**src/rtl/sram_arbiter_pkg.sv**
```systemverilog
// Shared types for the IF/MEM memory-port arbiter: FSM states, defaults, byte-enable helper.
// latency: n/a; backpressure: n/a.
package sram_arbiter_pkg;

  localparam int          STARVE_LIM_DEF = 4;
  localparam logic [3:0]  BE_ALL         = 4'hF;

  typedef enum logic [2:0] {
    ARB_IDLE   = 3'd0,
    ARB_I_ADDR = 3'd1,
    ARB_D_ADDR = 3'd2,
    ARB_I_WAIT = 3'd3,
    ARB_D_WAIT = 3'd4
  } arb_state_t;

  // Stores drive their own enables; loads always fetch the full word.
  function automatic logic [3:0] bus_be(input logic [3:0] we);
    return (|we) ? we : BE_ALL;
  endfunction

endpackage

```
**src/rtl/sram_arbiter_if.sv**
```systemverilog
// External SRAM-like bus: req/addr_ok/data_ok handshake, one transaction outstanding.
// latency: n/a; backpressure: master holds m_req and fields until m_addr_ok.
interface sram_arbiter_if #(
  parameter int ADDR_W = 32,
  parameter int DATA_W = 32
);
  logic              m_req;
  logic              m_wr;
  logic [3:0]        m_be;
  logic [ADDR_W-1:0] m_addr;
  logic [DATA_W-1:0] m_wdata;
  logic              m_addr_ok;
  logic              m_data_ok;
  logic [DATA_W-1:0] m_rdata;

  modport master (
    output m_req, m_wr, m_be, m_addr, m_wdata,
    input  m_addr_ok, m_data_ok, m_rdata
  );

  modport slave (
    input  m_req, m_wr, m_be, m_addr, m_wdata,
    output m_addr_ok, m_data_ok, m_rdata
  );
endinterface

```
**src/rtl/sram_arbiter_starve_ctr.sv**
```systemverilog
// Saturating count of data grants that overtook a waiting fetch.
// latency: 1 cycle inc/clr to sat; backpressure: none, holds at LIM.
module sram_arbiter_starve_ctr #(
  parameter int LIM = 4
) (
  input  logic clk,
  input  logic rst_n,
  input  logic inc,
  input  logic clr,
  output logic sat
);
  localparam int CW = (LIM < 1) ? 1 : $clog2(LIM + 1);

  logic [CW-1:0] cnt_q;

  assign sat = (cnt_q == CW'(LIM));

  always_ff @(posedge clk or negedge rst_n) begin
    if (!rst_n) begin
      cnt_q <= '0;
    end else if (clr) begin
      cnt_q <= '0;
    end else if (inc && !sat) begin
      cnt_q <= cnt_q + 1'b1;
    end
  end
endmodule

```
**src/rtl/sram_arbiter.sv**
```systemverilog
// Shares one SRAM bus port between the fetch and load/store paths, one transaction at a time.
// latency: req to ready >= 2 cycles; backpressure: stallreq_mem while a request is unanswered.
module sram_arbiter
  import sram_arbiter_pkg::*;
#(
  parameter int ADDR_W     = 32,
  parameter int DATA_W     = 32,
  parameter int STARVE_LIM = STARVE_LIM_DEF
) (
  input  logic              cpu_clk_50M,
  input  logic              cpu_rst_n,
  input  logic              i_req,
  input  logic [ADDR_W-1:0] i_addr,
  output logic [DATA_W-1:0] i_rdata,
  output logic              i_ready,
  input  logic              d_req,
  input  logic [3:0]        d_we,
  input  logic [ADDR_W-1:0] d_addr,
  input  logic [DATA_W-1:0] d_wdata,
  output logic [DATA_W-1:0] d_rdata,
  output logic              d_ready,
  input  logic              flush,
  output logic              stallreq_mem,
  sram_arbiter_if.master    bus
);

  arb_state_t        state_q, state_d;
  logic              i_elig, d_elig;
  logic              grant_i, grant_d;
  logic              starve_sat;
  logic              drop_q, drop_d;
  logic              i_done, d_done;

  logic              m_wr_q;
  logic [3:0]        m_be_q;
  logic [ADDR_W-1:0] m_addr_q;
  logic [DATA_W-1:0] m_wdata_q;
  logic              i_ready_q, d_ready_q;
  logic [DATA_W-1:0] i_rdata_q, d_rdata_q;

  // A requester whose completion pulse is up this cycle is not asking again yet.
  assign i_elig = i_req & ~i_ready_q;
  assign d_elig = d_req & ~d_ready_q;

  assign stallreq_mem = (i_req & ~i_ready_q) | (d_req & ~d_ready_q);

  always_comb begin
    state_d = state_q;
    grant_i = 1'b0;
    grant_d = 1'b0;
    drop_d  = drop_q;
    i_done  = 1'b0;
    d_done  = 1'b0;
    case (state_q)
      ARB_IDLE: begin
        drop_d = 1'b0;
        if (i_elig && !flush && (starve_sat || !d_elig)) begin
          grant_i = 1'b1;
          state_d = ARB_I_ADDR;
        end else if (d_elig) begin
          grant_d = 1'b1;
          state_d = ARB_D_ADDR;
        end
      end
      ARB_I_ADDR: begin
        if (bus.m_addr_ok) begin
          if (bus.m_data_ok) begin
            i_done  = ~flush;
            state_d = ARB_IDLE;
          end else begin
            // Address already taken by the bus: data must still be drained.
            drop_d  = flush;
            state_d = ARB_I_WAIT;
          end
        end else if (flush) begin
          state_d = ARB_IDLE;
        end
      end
      ARB_D_ADDR: begin
        if (bus.m_addr_ok) begin
          if (bus.m_data_ok) begin
            d_done  = 1'b1;
            state_d = ARB_IDLE;
          end else begin
            state_d = ARB_D_WAIT;
          end
        end
      end
      ARB_I_WAIT: begin
        drop_d = drop_q | flush;
        if (bus.m_data_ok) begin
          i_done  = ~(drop_q | flush);
          state_d = ARB_IDLE;
        end
      end
      ARB_D_WAIT: begin
        if (bus.m_data_ok) begin
          d_done  = 1'b1;
          state_d = ARB_IDLE;
        end
      end
      default: begin
        state_d = ARB_IDLE;
      end
    endcase
  end

  always_ff @(posedge cpu_clk_50M or negedge cpu_rst_n) begin
    if (!cpu_rst_n) begin
      state_q <= ARB_IDLE;
      drop_q  <= 1'b0;
    end else begin
      state_q <= state_d;
      drop_q  <= drop_d;
    end
  end

  always_ff @(posedge cpu_clk_50M or negedge cpu_rst_n) begin
    if (!cpu_rst_n) begin
      m_wr_q    <= 1'b0;
      m_be_q    <= 4'h0;
      m_addr_q  <= '0;
      m_wdata_q <= '0;
    end else if (grant_i) begin
      m_wr_q    <= 1'b0;
      m_be_q    <= BE_ALL;
      m_addr_q  <= i_addr;
      m_wdata_q <= '0;
    end else if (grant_d) begin
      m_wr_q    <= |d_we;
      m_be_q    <= bus_be(d_we);
      m_addr_q  <= d_addr;
      m_wdata_q <= (|d_we) ? d_wdata : '0;
    end
  end

  always_ff @(posedge cpu_clk_50M or negedge cpu_rst_n) begin
    if (!cpu_rst_n) begin
      i_ready_q <= 1'b0;
      d_ready_q <= 1'b0;
      i_rdata_q <= '0;
      d_rdata_q <= '0;
    end else begin
      i_ready_q <= i_done;
      d_ready_q <= d_done;
      if (i_done) begin
        i_rdata_q <= bus.m_rdata;
      end
      if (d_done) begin
        d_rdata_q <= m_wr_q ? '0 : bus.m_rdata;
      end
    end
  end

  sram_arbiter_starve_ctr #(
    .LIM (STARVE_LIM)
  ) u_starve (
    .clk   (cpu_clk_50M),
    .rst_n (cpu_rst_n),
    .inc   (grant_d & i_elig),
    .clr   (grant_i),
    .sat   (starve_sat)
  );

  assign bus.m_req   = (state_q == ARB_I_ADDR) || (state_q == ARB_D_ADDR);
  assign bus.m_wr    = m_wr_q;
  assign bus.m_be    = m_be_q;
  assign bus.m_addr  = m_addr_q;
  assign bus.m_wdata = m_wdata_q;

  assign i_ready = i_ready_q;
  assign d_ready = d_ready_q;
  assign i_rdata = i_rdata_q;
  assign d_rdata = d_rdata_q;

endmodule

```
**src/flat_wrapper.sv**
```systemverilog
// flat-port wrapper written by rule: the top's interface ports become plain ports
module sram_arbiter_flat import sram_arbiter_pkg::*;
#(
  parameter int ADDR_W     = 32,
  parameter int DATA_W     = 32,
  parameter int STARVE_LIM = STARVE_LIM_DEF
)
  (cpu_clk_50M, cpu_rst_n, i_req, i_addr, i_rdata, i_ready, d_req, d_we, d_addr, d_wdata, d_rdata, d_ready, flush, stallreq_mem, bus_m_req, bus_m_wr, bus_m_be, bus_m_addr, bus_m_wdata, bus_m_addr_ok, bus_m_data_ok, bus_m_rdata);
  sram_arbiter_if #(.ADDR_W(ADDR_W), .DATA_W(DATA_W)) bus_i ();
  input  logic cpu_clk_50M;
  input  logic cpu_rst_n;
  input  logic i_req;
  input  logic [ADDR_W-1:0] i_addr;
  output logic [DATA_W-1:0] i_rdata;
  output logic i_ready;
  input  logic d_req;
  input  logic [3:0] d_we;
  input  logic [ADDR_W-1:0] d_addr;
  input  logic [DATA_W-1:0] d_wdata;
  output logic [DATA_W-1:0] d_rdata;
  output logic d_ready;
  input  logic flush;
  output logic stallreq_mem;
  output wire logic [$bits(bus_i.m_req)-1:0] bus_m_req;
  output wire logic [$bits(bus_i.m_wr)-1:0] bus_m_wr;
  output wire logic [$bits(bus_i.m_be)-1:0] bus_m_be;
  output wire logic [$bits(bus_i.m_addr)-1:0] bus_m_addr;
  output wire logic [$bits(bus_i.m_wdata)-1:0] bus_m_wdata;
  input wire logic [$bits(bus_i.m_addr_ok)-1:0] bus_m_addr_ok;
  input wire logic [$bits(bus_i.m_data_ok)-1:0] bus_m_data_ok;
  input wire logic [$bits(bus_i.m_rdata)-1:0] bus_m_rdata;
  assign bus_m_req = bus_i.m_req;
  assign bus_m_wr = bus_i.m_wr;
  assign bus_m_be = bus_i.m_be;
  assign bus_m_addr = bus_i.m_addr;
  assign bus_m_wdata = bus_i.m_wdata;
  assign bus_i.m_addr_ok = bus_m_addr_ok;
  assign bus_i.m_data_ok = bus_m_data_ok;
  assign bus_i.m_rdata = bus_m_rdata;
  sram_arbiter #(.ADDR_W(ADDR_W), .DATA_W(DATA_W), .STARVE_LIM(STARVE_LIM)) u_core (.cpu_clk_50M(cpu_clk_50M), .cpu_rst_n(cpu_rst_n), .i_req(i_req), .i_addr(i_addr), .i_rdata(i_rdata), .i_ready(i_ready), .d_req(d_req), .d_we(d_we), .d_addr(d_addr), .d_wdata(d_wdata), .d_rdata(d_rdata), .d_ready(d_ready), .flush(flush), .stallreq_mem(stallreq_mem), .bus(bus_i));
endmodule
```
**config.mk**
```make
export PLATFORM = sky130hd
export DESIGN_NAME = sram_arbiter_flat
export DESIGN_NICKNAME = d
export VERILOG_FILES = /design/src/rtl/sram_arbiter_pkg.sv /design/src/rtl/sram_arbiter_if.sv /design/src/rtl/sram_arbiter_starve_ctr.sv /design/src/rtl/sram_arbiter.sv /design/src/flat_wrapper.sv
export SDC_FILE = /design/constraint.sdc
export NUM_CORES = 1
export LEC_CHECK = 0
export BUFFER_PORTS_ARGS = -buffer_cell sky130_fd_sc_hd__buf_2
export CELL_PAD_IN_SITES_DETAIL_PLACEMENT = 0
export CELL_PAD_IN_SITES_GLOBAL_PLACEMENT = 1
export CORE_MARGIN = 1.5
export CORE_UTILIZATION = 35
export CTS_BUF_LIST = sky130_fd_sc_hd__clkbuf_4 sky130_fd_sc_hd__clkbuf_8
export DETAILED_ROUTE_END_ITERATION = 8
export PLACE_DENSITY_LB_ADDON = 0.25
export SLEW_MARGIN = 10
export SYNTH_ARGS = -nofsm -noshare
export SYNTH_HDL_FRONTEND = slang
export SYNTH_SLANG_ARGS = --single-unit
```
**constraint.sdc**
```tcl
create_clock -name cpu_clk_50M -period 2.47 [get_ports cpu_clk_50M]
set_input_delay 0.494 -clock cpu_clk_50M [delete_from_list [all_inputs] [get_ports cpu_clk_50M]]
set_output_delay 0.494 -clock cpu_clk_50M [all_outputs]
set_load 0.005 [all_outputs]
```
-- After elaboration in Yosys (flattened, before gate mapping)
Cells that the tools add are included.
- flip-flop bits (word level): 142
- bits of input ports: 139
- output and inout port bits: 137
- word-level logic and storage cells: 85
- add/subtract/negate cells: 1
- equality and inequality tests: 11
- mux-type cells: 37
- bitwise operators: 9
- reduce and logical (&&, ||, !) cells: 16
- operators with widths (operator ; count):
    2-to-1 mux 32 bit ; 6
    2-to-1 mux 3 bit ; 9
    2-to-1 mux 1 bit ; 14
    2-to-1 mux 4 bit ; 3
    case mux 3 bit (4 select lines) ; 1
    equality test 3 x 2 -> 1 bit, second input constant ; 2
    equality test 3 bit, second input constant ; 2
    != test 2 bit, second input constant ; 3
    inverter 1 bit ; 4
    case mux 1 bit (2 select lines) ; 2
    AND reduction 4 bit ; 1
    nonzero test 2 bit ; 2
    OR reduction 4 bit ; 1
    adder 3 x 1 -> 3 bit, second input constant ; 1
    AND 1 bit ; 3
    equality test 3 x 1 -> 1 bit, second input constant ; 1
    logical AND 1 bit ; 3
    logical NOT 1 bit ; 3
    logical NOT 3 bit ; 1
    != test 3 x 1 -> 1 bit, second input constant ; 1
    != test 3 bit, second input constant ; 1
    case mux 1 bit (3 select lines) ; 1
    AND reduction 3 bit ; 1
    nonzero test 3 bit ; 1
    other kinds (5) ; 7

-- Logic depth before layout (Yosys ltp)
- word-level depth: 11
- mapped depth: 8
- depth with buffers taken out: 6

-- Cells and area by module
Synthesis repeated with hierarchy kept, for this count alone.
- cells, all modules: 537
- area total of the unflattened synthesis: 5921.9 µm²
- modules (own cells, without submodules) (module ; times used ; cells an instance ; area each (µm²) ; sequential area each (µm²)):
    sram_arbiter ; 1 ; 519 ; 5724.2 ; 3478.3
    sram_arbiter_starve_ctr ; 1 ; 18 ; 197.7 ; 75.1

-- Worst setup path after synthesis
Ideal clock, no wire load.
- path kind: in2reg
- start: input port flush
- end: register u_core.m_addr_q[5], in the netlist u_core.bus.m_addr[5]
- setup time: 0.140 ns
- arrival: 1.861 ns
- data required time: 2.330 ns
- path slack: 0.469 ns
- stages: 6
- buffers on the path: 2
- cells stage by stage: or3b_1 clkbuf_1 a211oi_4 buf_6 mux2i_1 a21oi_1
- cells in the longest elaborated chain, start to end: 6
- elaborated cells between the ends (all ways): 9
- classes of those cells: mux (5); reduce/logical (4)
- RTL lines (what ; line ; source):
    start, declared ; flat_wrapper.sv:22 ; input logic flush;
    logical NOT 1 bit (*) ; sram_arbiter.sv:57 ; if (i_elig && !flush && (starve_sat || !d_elig)) begin
    logical AND 1 bit (*) (2 in a row) ; sram_arbiter.sv:57 ;
    2-to-1 mux 1 bit ; sram_arbiter.sv:57 ;
    2-to-1 mux 1 bit ; sram_arbiter.sv:54 ; case (state_q)
    2-to-1 mux 32 bit / nonzero test 2 bit (equally long branches) ; - ;
    end signal, assigned ; sram_arbiter.sv:127 ; m_addr_q <= i_addr;
    end signal, assigned ; sram_arbiter.sv:132 ; m_addr_q <= d_addr;
    end, declared ; sram_arbiter.sv:36 ; logic [ADDR_W-1:0] m_addr_q;
Mark *: on every way between the ends. The rest lies on a longest branch, timed or not.
A chain may end at the register's enable or synchronous reset.

-- Worst setup path after layout
- start: register u_core.state_q[1]
- end: register u_core.m_addr_q[9], in the netlist u_core.bus.m_addr[9]
- cells in the longest elaborated chain, start to end: 3
- elaborated cells between the ends (all ways): 5
- classes of those cells: mux (3); reduce/logical (2)
- RTL lines (what ; line ; source):
    start, declared ; sram_arbiter.sv:27 ; arb_state_t state_q, state_d;
    start signal, assigned ; sram_arbiter.sv:113 ; state_q <= state_d;
    logical NOT 3 bit (*) ; sram_arbiter.sv:54 ;
    2-to-1 mux 1 bit ; sram_arbiter.sv:54 ;
    2-to-1 mux 32 bit / nonzero test 2 bit (equally long branches) ; - ;
Marks and branches as above.

==> metrics <==
status=finished, final reports clean; IO Pins=276; number of port buffers=275; Pins Over Slew Limit=0; sequential share of power=0.434; largest net degree at the start of global routing=96; critical path peak fanout=33; most common cell in the netlist=dfrtp_1; Clock power frac=0.194; first-pass GRT wire length=25100 um; CP required=2.78 ns; Critical Path Start=u_core.state_q[1]$_DFFE_PN0P_; synthesis warning total=0; worst min path class=primary input to async pin; Sink Count=142; hpwl dp=11500 um; WS Path Type=register to register; total negative slack=0 ns; CP endpoint kind=register; Nets=906; Reg-to-Reg Start=u_core.state_q[1]$_DFFE_PN0P_; Die Y=132 um; top_reg_cell synth=dfrtp_1; Fmax=478 MHz; Yosys top cell by area=dfrtp_1; Max Cap Viol=0; Clock transition at path regs=0.09 ns; final setup vio count=0; Net Count, Synth=635; CP bufs+invs=1; num rows=47; number of DRC markers in iteration 0=133; internal power=0.00583 W; crit path time final=2.09 ns; Antenna Nets Post-Route=0; Synth Instances=494; Overflow after GRT=0; Top delay family on crit path=simple AND/OR/NAND/NOR gates; Post-Place Worst Slack=0.279 ns; H-tree depth=4; Root Driver=clkbuf_8; Critical Path Start Type=register; drt pass-1 iters=4; Final Hold Viols=0; Longest Clk Path Bufs=2; Synth top area share=0.605; RSZ-0062 raised after global routing=no; DIE WIDTH=132 um; wire per inst=15.8 um; critical path, cell by cell=or3_1 -> a211oi_4 -> buf_12 -> mux2i_1 -> o21ai_1; vias in the first global route=4842; Initial Util=0.356; library cells used by synthesis=40; Remaining DRCs=0; worst slew pin tran=0.598 ns; CP max stage delay=0.55 ns; cell area after synthesis=5870 um2; P per Cell Area=1140 nW/um2; Async SR Flop Fraction=1.00; post-route setup slack=0.380 ns; flops & latches, synth=142; ratio of cells with drive above 1 in the final layout=0.459; leakage power=4.06 nW; initial antenna violation count=1; DR vias/cell=4.69; synth top area cells=dfrtp_1, mux2_2, mux2i_1; Total GRT Usage=0.182; # resized after CTS=0; Area growth, synth to finish=34.2%; EDFF count, synth=0; Post-synth top cells=dfrtp_1, nand2_1, mux2_2, o21ai_0; part of the power in combinational logic=0.372; insertion delay to the later sink of the worst-skew pair=0.43 ns; TritonCTS buffer count=17; Switch Pwr=0.00316 W; Worst Skew=0.0112 ns; core area=16500 um2; sequential cell area fraction in the yosys report=0.605; via count=4689; crit share post-route=0.846; CTS tree=built; Syn Area/Cell=11.9 um2; Routability Congestion=0.781; switching share of power=0.351; # Post-CTS Setup Buffers=0; CP arrival=2.40 ns; relative slew slack=0.598; Die ar.=17600 um2; CP max stage cell=or3_1; Post-CTS Hold Buffers=0; final WL=15800 um; Max VDD drop=0.442 mV
## layout by cell type (no fill, tap or decap), types with 2 or more instances in the layout
master / Yosys / final
nand2b_1: 33 / 33
nand2_1: 68 / 68
o21ai_1: 31 / 31
buf_2: 8 / 274
clkbuf_8: 0 / 17
nor2_1: 7 / 7
a21oi_1: 4 / 4
buf_12: 0 / 4
nor2b_1: 5 / 5
o21ai_0: 34 / 34
mux2i_1: 33 / 33
inv_6: 0 / 4
o22a_1: 4 / 4
mux2_2: 34 / 34
a21o_1: 3 / 2
buf_4: 0 / 6
a31oi_1: 2 / 2
clkinv_2: 0 / 2
clkinvlp_4: 0 / 7
dfrtp_1: 142 / 142
a22o_1: 33 / 33
ha_1: 2 / 2
inv_1: 5 / 5
## metal layers
| metal | track usage | vias up | part of all wire |
|---|---|---|---|
| met5 | 0 | - | 0 |
| met4 | 0.0842 | 0 | 0.029 |
| met3 | 0.0460 | 32 | 0.055 |
| met2 | 0.312 | 150 | 0.51 |
| met1 | 0.215 | 2249 | 0.41 |
| li1 | - | 2258 | - |
## path summary, 6_finish.rpt
kind                       depth (start not counted)  slack (ns)                                 to
max in group asynchronous                          2        1.68     u_core.d_rdata[15]$_DFFE_PN0P_
hold / removal                                     1       0.007     u_core.i_rdata[29]$_DFFE_PN0P_
min in group cpu_clk_50M                           2        0.27  u_core.bus.m_wdata[8]$_DFFE_PN0P_
setup reg to reg                                   5        0.38   u_core.bus.m_addr[9]$_DFFE_PN0P_
setup / recovery                                   5        0.38   u_core.bus.m_addr[9]$_DFFE_PN0P_
hold reg to reg                                    2        0.48      u_core.d_rdata[6]$_DFFE_PN0P_
## area by class of cell
cell class / instances / area (um2)
clock buffer: 17 / 234
antenna: 1 / 2.50
fill: 1603 / 8590
multi-input combinational: 314 / 2150
timing repair buffer: 285 / 1510
tap: 220 / 275
inverter: 5 / 18.8
clock inverter: 15 / 136
sequential: 142 / 3550
## cells by family (layout without fill, tap and decap cells)
kind of cell    Yosys count  count (layout)  share of synthesized area
fa+ha+maj                 2               2                    0.00426
xor+xnor                  1               1                    0.00149
simple gates            127             127                      0.107
flops                   142             142                      0.605
other cells               0               1                          0
compound gates          117             117                      0.131
buf+inv                  38             322                     0.0298
mux                      67              67                      0.122
## flip-flops by register name (all words and copies together), names as in the netlist
signal and flops:
u_core.bus.m_wdata 32, u_core.d_ready 1, u_core.u_starve.cnt_q 3, u_core.i_ready 1, u_core.bus.m_wr 1, u_core.drop_q 1
u_core.bus.m_be 4, u_core.i_rdata 32, u_core.bus.m_addr 32, u_core.state_q 3, u_core.d_rdata 32
## stage by stage
step	total power [W]	cells	utilization	hold WS [ns]	cell area, um2
finish	0.00898	999	0.478	0.00677	7880
global route	0.00968	999	0.478	0.0279	7880
CTS	0.00915	998	0.478	0.00592	7880
detailed placement	0.00737	966	0.456	0.465	7510
global placement	0.00722	966	0.456	0.458	7510
floorplan	0.00569	494	-	0.198	5870
## power by group through the flow
stage	logic (W)	registers [W]	clock network (W)
after floorplan	0.00175	0.00394	0
final	0.00334	0.00389	0.00175
after detailed placement	0.00343	0.00393	0
after global placement	0.00333	0.00389	0
after global routing	0.00372	0.00404	0.00192
after CTS	0.00343	0.00390	0.00182
Note: power is estimated with default switching activity, not from simulation.
